[src/rtl/weight_buffer_ctrl.sv]
// weight_buffer_ctrl
//   Sequences the ping-pong weight buffer across a multi-layer butterfly job.
//   A fill FSM issues one DDR read burst per layer into banks A/B alternately
//   and counts the beats landing in the buffer. A compute FSM raises
//   butterfly_start once the current bank is full and frees it on bu_done.
//
// Ports
//   clk, rst                     clock, synchronous active-high reset
//   cfg_vld/cfg_rdy              job descriptor handshake (ready only when idle)
//   cfg_base_addr                DDR byte address of layer 0 weights
//   cfg_layer_stride             byte offset between consecutive layers
//   cfg_length                   words per layer
//   cfg_num_layers               layer count
//   dma_req_vld/dma_req_rdy      read-burst request handshake
//   dma_req_addr, dma_req_beats  burst start address and length in beats
//   wbuf_up_vld                  one beat written into the buffer
//   length                       latched cfg_length for weight_buffer
//   butterfly_start              one-cycle start pulse for a full bank
//   bu_done                      compute finished the current bank
//   busy, done                   job in progress / one-cycle job-complete pulse
//   err                          sticky error flag
module weight_buffer_ctrl #(
  parameter int unsigned NUM_RAMS   = 16,
  parameter int unsigned ADDR_WIDTH = 32,
  parameter int unsigned BEAT_BYTES = 32,
  parameter int unsigned MAX_LENGTH = 16384
) (
  input  logic                  clk,
  input  logic                  rst,
  input  logic                  cfg_vld,
  output logic                  cfg_rdy,
  input  logic [ADDR_WIDTH-1:0] cfg_base_addr,
  input  logic [ADDR_WIDTH-1:0] cfg_layer_stride,
  input  logic [15:0]           cfg_length,
  input  logic [15:0]           cfg_num_layers,
  output logic                  dma_req_vld,
  input  logic                  dma_req_rdy,
  output logic [ADDR_WIDTH-1:0] dma_req_addr,
  output logic [15:0]           dma_req_beats,
  input  logic                  wbuf_up_vld,
  output logic [15:0]           length,
  output logic                  butterfly_start,
  input  logic                  bu_done,
  output logic                  busy,
  output logic                  done,
  output logic                  err
);

  localparam int unsigned BEAT_SHIFT = $clog2(NUM_RAMS);

  // A beat must hold a whole number of weight words.
  if (NUM_RAMS == 0 || (BEAT_BYTES % NUM_RAMS) != 0) begin : g_bad_geometry
    $error("BEAT_BYTES must be a non-zero multiple of NUM_RAMS");
  end

  typedef enum logic [2:0] {F_IDLE, F_REQ, F_RECV, F_WAIT, F_DONE} fill_state_t;
  typedef enum logic       {C_IDLE, C_RUN} cmp_state_t;

  fill_state_t fill_state, fill_next;
  cmp_state_t  cmp_state, cmp_next;

  logic [ADDR_WIDTH-1:0] stride;
  logic [15:0]           num_layers;
  logic [15:0]           fill_layer;
  logic [15:0]           cmp_layer;
  logic [15:0]           beat_cnt;
  logic [1:0]            full;
  logic                  fill_ptr;
  logic                  cmp_ptr;

  logic       accept, cfg_ok, start_job;
  logic       last_beat, bu_hit, job_end, cmp_start;
  logic       stray_beat, stray_done;
  logic [1:0] full_clr, full_set, full_free;

  assign cfg_rdy     = ~busy;
  assign dma_req_vld = (fill_state == F_REQ);

  assign accept = cfg_vld & cfg_rdy;
  assign cfg_ok = (cfg_length != '0)
               && ((cfg_length & (cfg_length - 16'd1)) == '0)
               && (32'(cfg_length) >= 2 * NUM_RAMS)
               && (32'(cfg_length) <= MAX_LENGTH)
               && (cfg_num_layers != '0);
  assign start_job = accept & cfg_ok;

  assign last_beat  = (fill_state == F_RECV) && wbuf_up_vld
                   && (beat_cnt == dma_req_beats - 16'd1);
  assign bu_hit     = (cmp_state == C_RUN) && bu_done;
  assign job_end    = bu_hit && (cmp_layer + 16'd1 == num_layers);
  assign cmp_start  = (cmp_state == C_IDLE) && busy && full[cmp_ptr];
  assign stray_beat = wbuf_up_vld && (fill_state != F_RECV);
  assign stray_done = bu_done && (cmp_state != C_RUN);

  always_comb begin
    full_clr = '0;
    full_set = '0;
    if (bu_hit)    full_clr[cmp_ptr]  = 1'b1;
    if (last_beat) full_set[fill_ptr] = 1'b1;
  end

  // A bank freed by bu_done this cycle is already seen as empty by the fill
  // side, so a waiting request goes out on the very next cycle.
  assign full_free = full & ~full_clr;

  always_ff @(posedge clk) begin
    if (rst) begin
      fill_state <= F_IDLE;
      cmp_state  <= C_IDLE;
    end else begin
      fill_state <= fill_next;
      cmp_state  <= cmp_next;
    end
  end

  always_comb begin
    fill_next = fill_state;
    unique case (fill_state)
      F_IDLE: if (start_job) fill_next = F_REQ;
      F_REQ:  if (dma_req_rdy) fill_next = F_RECV;
      F_RECV: begin
        if (last_beat) begin
          if (fill_layer + 16'd1 == num_layers) fill_next = F_DONE;
          else if (full_free[~fill_ptr])        fill_next = F_WAIT;
          else                                  fill_next = F_REQ;
        end
      end
      F_WAIT: if (!full_free[fill_ptr]) fill_next = F_REQ;
      F_DONE: fill_next = F_DONE;
      default: fill_next = F_IDLE;
    endcase
    if (job_end) fill_next = F_IDLE;
  end

  always_comb begin
    cmp_next = cmp_state;
    unique case (cmp_state)
      C_IDLE:  if (cmp_start) cmp_next = C_RUN;
      C_RUN:   if (bu_hit) cmp_next = C_IDLE;
      default: cmp_next = C_IDLE;
    endcase
  end

  always_ff @(posedge clk) begin
    if (rst) begin
      dma_req_addr    <= '0;
      dma_req_beats   <= '0;
      length          <= '0;
      stride          <= '0;
      num_layers      <= '0;
      fill_layer      <= '0;
      cmp_layer       <= '0;
      beat_cnt        <= '0;
      full            <= '0;
      fill_ptr        <= 1'b0;
      cmp_ptr         <= 1'b0;
      busy            <= 1'b0;
      done            <= 1'b0;
      butterfly_start <= 1'b0;
      err             <= 1'b0;
    end else begin
      butterfly_start <= cmp_start;
      done            <= job_end;
      err             <= (accept ? ~cfg_ok : err) | stray_beat | stray_done;

      if (fill_state == F_REQ && dma_req_rdy)
        beat_cnt <= '0;
      else if (fill_state == F_RECV && wbuf_up_vld)
        beat_cnt <= beat_cnt + 16'd1;

      if (accept) begin
        length        <= cfg_length;
        num_layers    <= cfg_num_layers;
        stride        <= cfg_layer_stride;
        dma_req_addr  <= cfg_base_addr;
        dma_req_beats <= cfg_length >> BEAT_SHIFT;
      end

      if (start_job || job_end) begin
        busy       <= start_job;
        full       <= '0;
        fill_ptr   <= 1'b0;
        cmp_ptr    <= 1'b0;
        fill_layer <= '0;
        cmp_layer  <= '0;
      end else begin
        full <= full_free | full_set;
        if (last_beat) begin
          fill_ptr     <= ~fill_ptr;
          fill_layer   <= fill_layer + 16'd1;
          dma_req_addr <= dma_req_addr + stride;
        end
        if (bu_hit) begin
          cmp_ptr   <= ~cmp_ptr;
          cmp_layer <= cmp_layer + 16'd1;
        end
      end
    end
  end

endmodule

[config.mk]
export PLATFORM = sky130hd
export DESIGN_NAME = weight_buffer_ctrl
export DESIGN_NICKNAME = d
export VERILOG_FILES = /design/src/rtl/weight_buffer_ctrl.sv
export SDC_FILE = /design/constraint.sdc
export NUM_CORES = 1
export LEC_CHECK = 0
export ABC_AREA = 1
export CAP_MARGIN = 20
export CELL_PAD_IN_SITES_DETAIL_PLACEMENT = 0
export CELL_PAD_IN_SITES_GLOBAL_PLACEMENT = 1
export CORE_UTILIZATION = 34
export DETAILED_ROUTE_END_ITERATION = 7
export PLACE_DENSITY_LB_ADDON = 0.1
export SLEW_MARGIN = 5
export SYNTH_ARGS = -nofsm -noshare
export SYNTH_HDL_FRONTEND = slang
export SYNTH_SLANG_ARGS = --single-unit
[constraint.sdc]
create_clock -name clk -period 2.23 [get_ports clk]
set_input_delay 0.446 -clock clk [delete_from_list [all_inputs] [get_ports clk]]
set_output_delay 0.446 -clock clk [all_outputs]
set_load 0.01 [all_outputs]
==> results of run 1 <==
worst reg2reg max path: stages, from the launching register on:
cell and delay (ps):
dfxtp_1 350, ha_1 160, inv_1 70, fa_1 410
o21ai_1 160, buf_4 130, nand3_1 70, nand2_1 110
nand2_1 70, nand2_2 130, inv_1 90, o21ai_0 210
xor2_1 190, nor2_1 70, nor2_1 90
sequential cells by signal, summed over array words and instances, names as in the netlist:
register         cells
full                 2
length              16
done                 1
stride              32
butterfly_start      1
dma_req_addr        32
fill_layer          16
fill_ptr             1
cmp_state            1
beat_cnt            16
busy                 1
cmp_layer           16
fill_state           3
cmp_ptr              1
num_layers          16
err                  1
power by group through the flow:
stage	Combinational, mW	Sequential, mW	Clock [mW]
floorplan	0.778	3.08	0
global placement	1.47	3.07	0
detailed placement	1.47	3.07	0
CTS	1.50	3.01	3.05
global route	1.71	3.03	3.14
finish	1.54	3.01	2.97
layout by cell type, fill, tap and decap left out, drive strengths merged, types with 12 or more instances in the layout:
master	n
nand2	406
nor2	314
buf	184
clkdlybuf4s50	166
inv	163
dfxtp	156
o21ai	114
a21oi	111
nand3	110
nand4	36
ha	35
mux2i	31
xor2	24
clkbuf	22
xnor2	16
o21bai	12
what timing repair did:
action / in CTS / in global routing
gates resized for setup: 56 / 62
setup endpoints to repair: 71 / 79
gates cloned: 2 / 4
hold buffers: 0 / 0
setup buffers: 14 / 8
pin swaps: 13 / 33
per-layer routing:
| metal | vias up | share of wire, % | GRT usage [%] |
|---|---|---|---|
| met2 | 252 | 44 | 35.3 |
| met5 | - | 0 | 0 |
| met4 | 0 | 0.79 | 3.45 |
| met3 | 21 | 5.4 | 4.07 |
| li1 | 5991 | - | - |
| met1 | 5227 | 50 | 31.4 |
cells by family (layout without fill, tap and decap cells):
logic type,Yosys count,in the layout
buf+inv,226,548
simple gates,896,896
flops,156,156
xor+xnor,42,42
other cells,1,5
compound gates,263,263
mux,31,31
fa+ha+maj,36,36
cells in the mapped netlist (24+ instances only):
library cell	count	area share, %
ha_1	35	4.2
inv_1	159	5.7
nand3_1	106	5.1
xor2_1	24	2.0
clkbuf_1	31	1.1
nand2_1	399	14
nor2_1	301	11
mux2i_1	31	3.0
nand4_1	36	2.2
a21oi_1	111	5.3
o21ai_0	110	5.3
dfxtp_1	156	30
metrics by stage:
stage / hold slack (ps) / TNS [ps] / power, mW / instances
floorplan: 451 / 0 / 3.85 / 1654
global placement: 460 / -32220 / 4.54 / 2307
detailed placement: 471 / -39010 / 4.55 / 2307
CTS: 481 / -2490 / 7.56 / 2354
global route: 445 / -15930 / 7.88 / 2366
finish: 412 / -4700 / 7.52 / 2367
final timing paths:
kind                                   start                     endpoint  slack, ps  depth (start not counted)
setup / recovery      stride[0]$_SDFFE_PP0P_  dma_req_addr[16]$_SDFF_PP0_       -130                         14
hold / removal                 cfg_length[2]       length[2]$_SDFFE_PP0P_        410                          3
setup reg to reg      stride[0]$_SDFFE_PP0P_  dma_req_addr[16]$_SDFF_PP0_       -130                         14
hold reg to reg   cmp_layer[15]$_SDFFE_PP0P_   cmp_layer[15]$_SDFFE_PP0P_        470                          2
area by class of cell:
class | count | area [um^2] | share of cell area (%)
Inverter | 162 | 623 | 4.20
Antenna cell | 1 | 2.50 | 0.0169
Clock inverter | 13 | 131 | 0.886
Multi-Input combinational cell | 1272 | 6690 | 45.1
Tap cell | 390 | 488 | 3.29
Timing Repair Buffer | 354 | 3310 | 22.3
Clock buffer | 19 | 453 | 3.05
Sequential cell | 156 | 3140 | 21.2
==> impl_metrics.ini, run 1 <==
[logic_synthesis]
yosysUniqueCellTypes = 49
synth_edf_count = 0
syn_area_mm2 = 0.0105
ys_ff_latch = 156
synth_top_family_by_area = simple AND/OR/NAND/NOR gates
ys_warn_count = 0
synth_compound_area_share_pct = 13.5
post_synth_xor_area_fraction_pct = 3.78
synthAdderAreaFrac_pct = 4.38
synthFlopType = dfxtp_1
avgSynthCellArea_um2 = 6.33
ys_seq_area_share_pct = 29.9
synthMuxAreaShare_pct = 2.97
synthSimpleGateAreaFrac_pct = 36.3
postSynth.asyncResetShare_pct = 0
syn_inst = 1651

[final_layout]
nets = 2101
drive_gt1_share_pct = 16.8
fin_area_mm2 = 0.0148
fill_cells = 3085
fin_util_pct = 49.5
area_growth_pct = 41.8

[global_route]
grt_max_degree = 47
grt_pass1_vias = 10722
antenna_found_initial = 1
grt_pass1_wl_um = 55100
overflow = 0
track_usage_pct = 22.2

[run_status]
violations = setup timing
status = finished, violations left

[drt]
first_iter_violations = 639
drtPass1Iterations = 5
drcViolationCount = 0
wl_per_cell_um = 14.8
wl_um = 35100
via_per_inst = 4.85
vias = 11491
ant_nets = 0

[worst_setup_path]
crit_chain = ha_1 -> inv_1 -> fa_1 -> o21ai_1 -> buf_4 -> nand3_1 -> nand2_1 -> nand2_1 -> nand2_2 -> inv_1 -> o21ai_0 -> xor2_1 -> nor2_1 -> nor2_1
cp_slowest_cell = fa_1
cp-start-kind = flop
worstSetupPathType = reg -> reg
cp.arrival_ps = 2740
end_kind = flop
critical_path_required_ps = 2600
cpPeakStageDelay_ps = 410
cp_top_family = adder cells
path_buf_inv = 3
worst-path-max-fanout = 4

[placement]
hpwlAfterDp_um = 26700
postPlaceCellArea_mm2 = 0.0136
io_buffers = 167
dp_slack_ps = -596
place_congestion = 0.905

[power]
sw_frac_of_total_pct = 29.8
p_leak_nw = 6.67
power.share.combinational_pct = 20.5
p_per_area_mw_per_mm2 = 507
p_switching_mw = 2.24
intPower_mw = 5.28
ir_drop_v = 0.000483
power.clock.fraction_pct = 39.5
seqPwrFrac_pct = 40.0

[floorplanning]
die_h_um = 177
start_util_pct = 34.9
die_x_um = 177
core_mm2 = 0.0300
dieArea_mm2 = 0.0315
ios = 172
rows = 63

[run]
cap_violations = 0

[sta]
worst_slack_ps = -133
tightest_slew_ps = 555
setup_violations = 67
grt_setup_unrepaired = yes
finalCriticalPeriod_ps = 2360
slew_headroom_pct = 63.0
skew_ps = 15.4
final_max_slew_viol_count = 0
finalHoldViolations = 0
fin_crit_sh_pct = 106
fmax_mhz = 423

[clocking]
clk_pin_slew_ps = 80
cts.htree.levels = 4
numCtsBuffers = 17
root_buffer = clkbuf_16
insertion_delay_ps = 430
clockBufferDepth = 2
cts_tree = done
clock_sinks = 156

[worst_hold_path]
holdCritPathClass = in -> reg
Power figures use the tool's default switching activity.
==> run 2: changes to the inputs <==
--- a/config.mk
+++ b/config.mk
@@ -9,8 +9,11 @@
 export CAP_MARGIN = 20
 export CELL_PAD_IN_SITES_DETAIL_PLACEMENT = 0
 export CELL_PAD_IN_SITES_GLOBAL_PLACEMENT = 1
-export CORE_UTILIZATION = 34
+export CORE_ASPECT_RATIO = 1.4
+export CORE_UTILIZATION = 35
+export CTS_BUF_LIST = sky130_fd_sc_hd__clkbuf_2
 export DETAILED_ROUTE_END_ITERATION = 7
+export GPL_TIMING_DRIVEN = 0
 export PLACE_DENSITY_LB_ADDON = 0.1
 export SLEW_MARGIN = 5
 export SYNTH_ARGS = -nofsm -noshare
==> impl_metrics.ini, run 2 (synthesis results as in run 1) <==
[run_status]
status = finished, violations left
violations = setup timing

[sta]
finalCriticalPeriod_ps = 2460
finalHoldViolations = 0
skew_ps = 60.6
fin_crit_sh_pct = 110
final_max_slew_viol_count = 0
worst_slack_ps = -231
fmax_mhz = 406
grt_setup_unrepaired = yes
tightest_slew_ps = 921
slew_headroom_pct = 38.6
setup_violations = 69

[floorplanning]
start_util_pct = 35.7
rows = 74
ios = 172
core_mm2 = 0.0293
die_h_um = 206
dieArea_mm2 = 0.0306
die_x_um = 148

[final_layout]
drive_gt1_share_pct = 16.7
layout_commonest_cell = nand2_1
nets = 2043
fin_util_pct = 48.2
final_cells = 2299
largestRegisters = dma_req_addr x32, stride x32
area_growth_pct = 34.9
final_cell_mix = nand2_1 (380), nor2_1 (266), inv_1 (155)
fill_cells = 3183

[worst_setup_path]
crit_chain = ha_4 -> nand2_4 -> nor2_4 -> nand2_2 -> nor2_2 -> nand2_1 -> buf_4 -> nand3_1 -> nand2_1 -> nand3b_1 -> nor2_2 -> nand3_4 -> buf_12 -> nand3_4 -> buf_12 -> buf_16 -> a21oi_2
worstSetupPathType = reg -> reg
path_buf_inv = 4
critPathCapture = cmp_layer[12]$_SDFFE_PP0P_
cp-start-kind = flop
crit_cells = 17
end_kind = flop
reg2reg_to = cmp_layer[12]$_SDFFE_PP0P_
crit_start = cmp_layer[0]$_SDFFE_PP0P_
critical_path_required_ps = 3010
cp_slowest_cell = dfxtp_4
cp.arrival_ps = 3240
cp_top_family = simple AND/OR/NAND/NOR gates
r2r_setup_slack_ps = -230
reg2reg_depth = 17
cpPeakStageDelay_ps = 440
worst-path-max-fanout = 8
reg2reg_from = cmp_layer[0]$_SDFFE_PP0P_

[drt]
ant_nets = 0
drcViolationCount = 0
first_iter_violations = 480
drtPass1Iterations = 5
via_per_inst = 4.96
wl_met3_um = 1220
wl_um = 38000
vias = 11404
met2_length_um = 20500
wl_per_cell_um = 16.5
m1WireLength_um = 14500
highest_layer = met4

[global_route]
grt_pass1_wl_um = 58400
antenna_found_initial = 1
grt_max_degree = 18
grt_pass1_vias = 11133
overflow = 0
track_usage_pct = 25.2

[placement]
io_buffers = 166
dp_slack_ps = -923
hpwlAfterDp_um = 29400
place_congestion = 0.941
dpl.cell_count = 2200

[clocking]
cts.htree.levels = 4
cts_tree = done
clock_sinks = 156
insertion_delay_ps = 830
clk_pin_slew_ps = 310
numCtsBuffers = 17
root_buffer = clkbuf_2
clockBufferDepth = 2

[worst_hold_path]
holdCritPathClass = in -> reg

[power]
p_per_area_mw_per_mm2 = 445
p_total_mw = 6.27
p_leak_nw = 6.41
ir_drop_v = 0.000252

[run]
cap_violations = 0
[run 2: cell count changes in the layout (fill, tap and decap cells not counted), sizes merged]
cell	previous run	this run
buf	184	98
clkdlybuf4s50	166	100
dlygate4sd2	0	58
clkbuf	22	50
inv	163	171
clkinv	9	3
dlygate4sd3	0	3
dlymetal6s2s	1	3
clkdlybuf4s15	0	1
[run 2: metrics by stage]
| stage | hold slack [ps] | cell area [um^2] | setup TNS [ps] |
|---|---|---|---|
| floorplan | 451 | 10500 | 0 |
| global placement | 467 | 12600 | -83610 |
| detailed placement | 477 | 12600 | -83630 |
| CTS | 126 | 13700 | -10820 |
| global route | 154 | 14100 | -23590 |
| finish | 190 | 14100 | -10160 |
[run 2: how the worst min path moves through the flow]
| stage | startpoint | slack, ps | to | cells past startpoint |
|---|---|---|---|---|
| 2_1_floorplan | cmp_layer[15]$_SDFFE_PP0P_ | 450 | cmp_layer[15]$_SDFFE_PP0P_ | 2 |
| 6_report | cfg_layer_stride[15] | 190 | stride[15]$_SDFFE_PP0P_ | 3 |
| 3_5_place_dp | cmp_layer[15]$_SDFFE_PP0P_ | 480 | cmp_layer[15]$_SDFFE_PP0P_ | 2 |
| 4_1_cts | cfg_layer_stride[14] | 130 | stride[14]$_SDFFE_PP0P_ | 3 |
| 5_1_grt | cfg_layer_stride[20] | 150 | stride[20]$_SDFFE_PP0P_ | 3 |
| 3_3_place_gp | cmp_layer[15]$_SDFFE_PP0P_ | 470 | cmp_layer[15]$_SDFFE_PP0P_ | 2 |
[run 2: worst min-delay path: stages]
cell and delay, ps:
clkdlybuf4s50_1 390, o21ai_0 150, nor2_1 40
[run 2: where the power goes]
part           internal (mW)  switching [mW]
Combinational          0.665           0.816
Clock                  0.478            1.29
Sequential              2.92           0.106
Total                   4.06            2.22
[run 2: final cells by class]
type | instances | area [um^2] | area share [%]
well taps | 380 | 475 | 3.37
clock buffers | 17 | 85.1 | 0.604
repair buffers | 235 | 2260 | 16.0
clock inverters | 15 | 170 | 1.21
flip-flops and latches | 156 | 3250 | 23.1
diodes | 1 | 2.50 | 0.0178
plain buffers | 61 | 398 | 2.82
inverters | 162 | 626 | 4.44
multi-input cells | 1272 | 6830 | 48.4
[run 2: timing repair]
action | 4_1_cts | 5_1_grt
hold buffers | 3 | 0
endpoints found under the setup margin | 194 | 86
pin swaps | 23 | 43
gates resized for setup | 231 | 114
buffers inserted | 53 | 12
gates cloned | 4 | 0
endpoints found under the hold margin | 3 | 0
[run 2: layer usage]
metal	vias up	global-route usage [%]
li1	5871	-
met1	5188	26.5
met2	264	48.8
met3	81	3.11
met4	0	12.4
met5	-	0
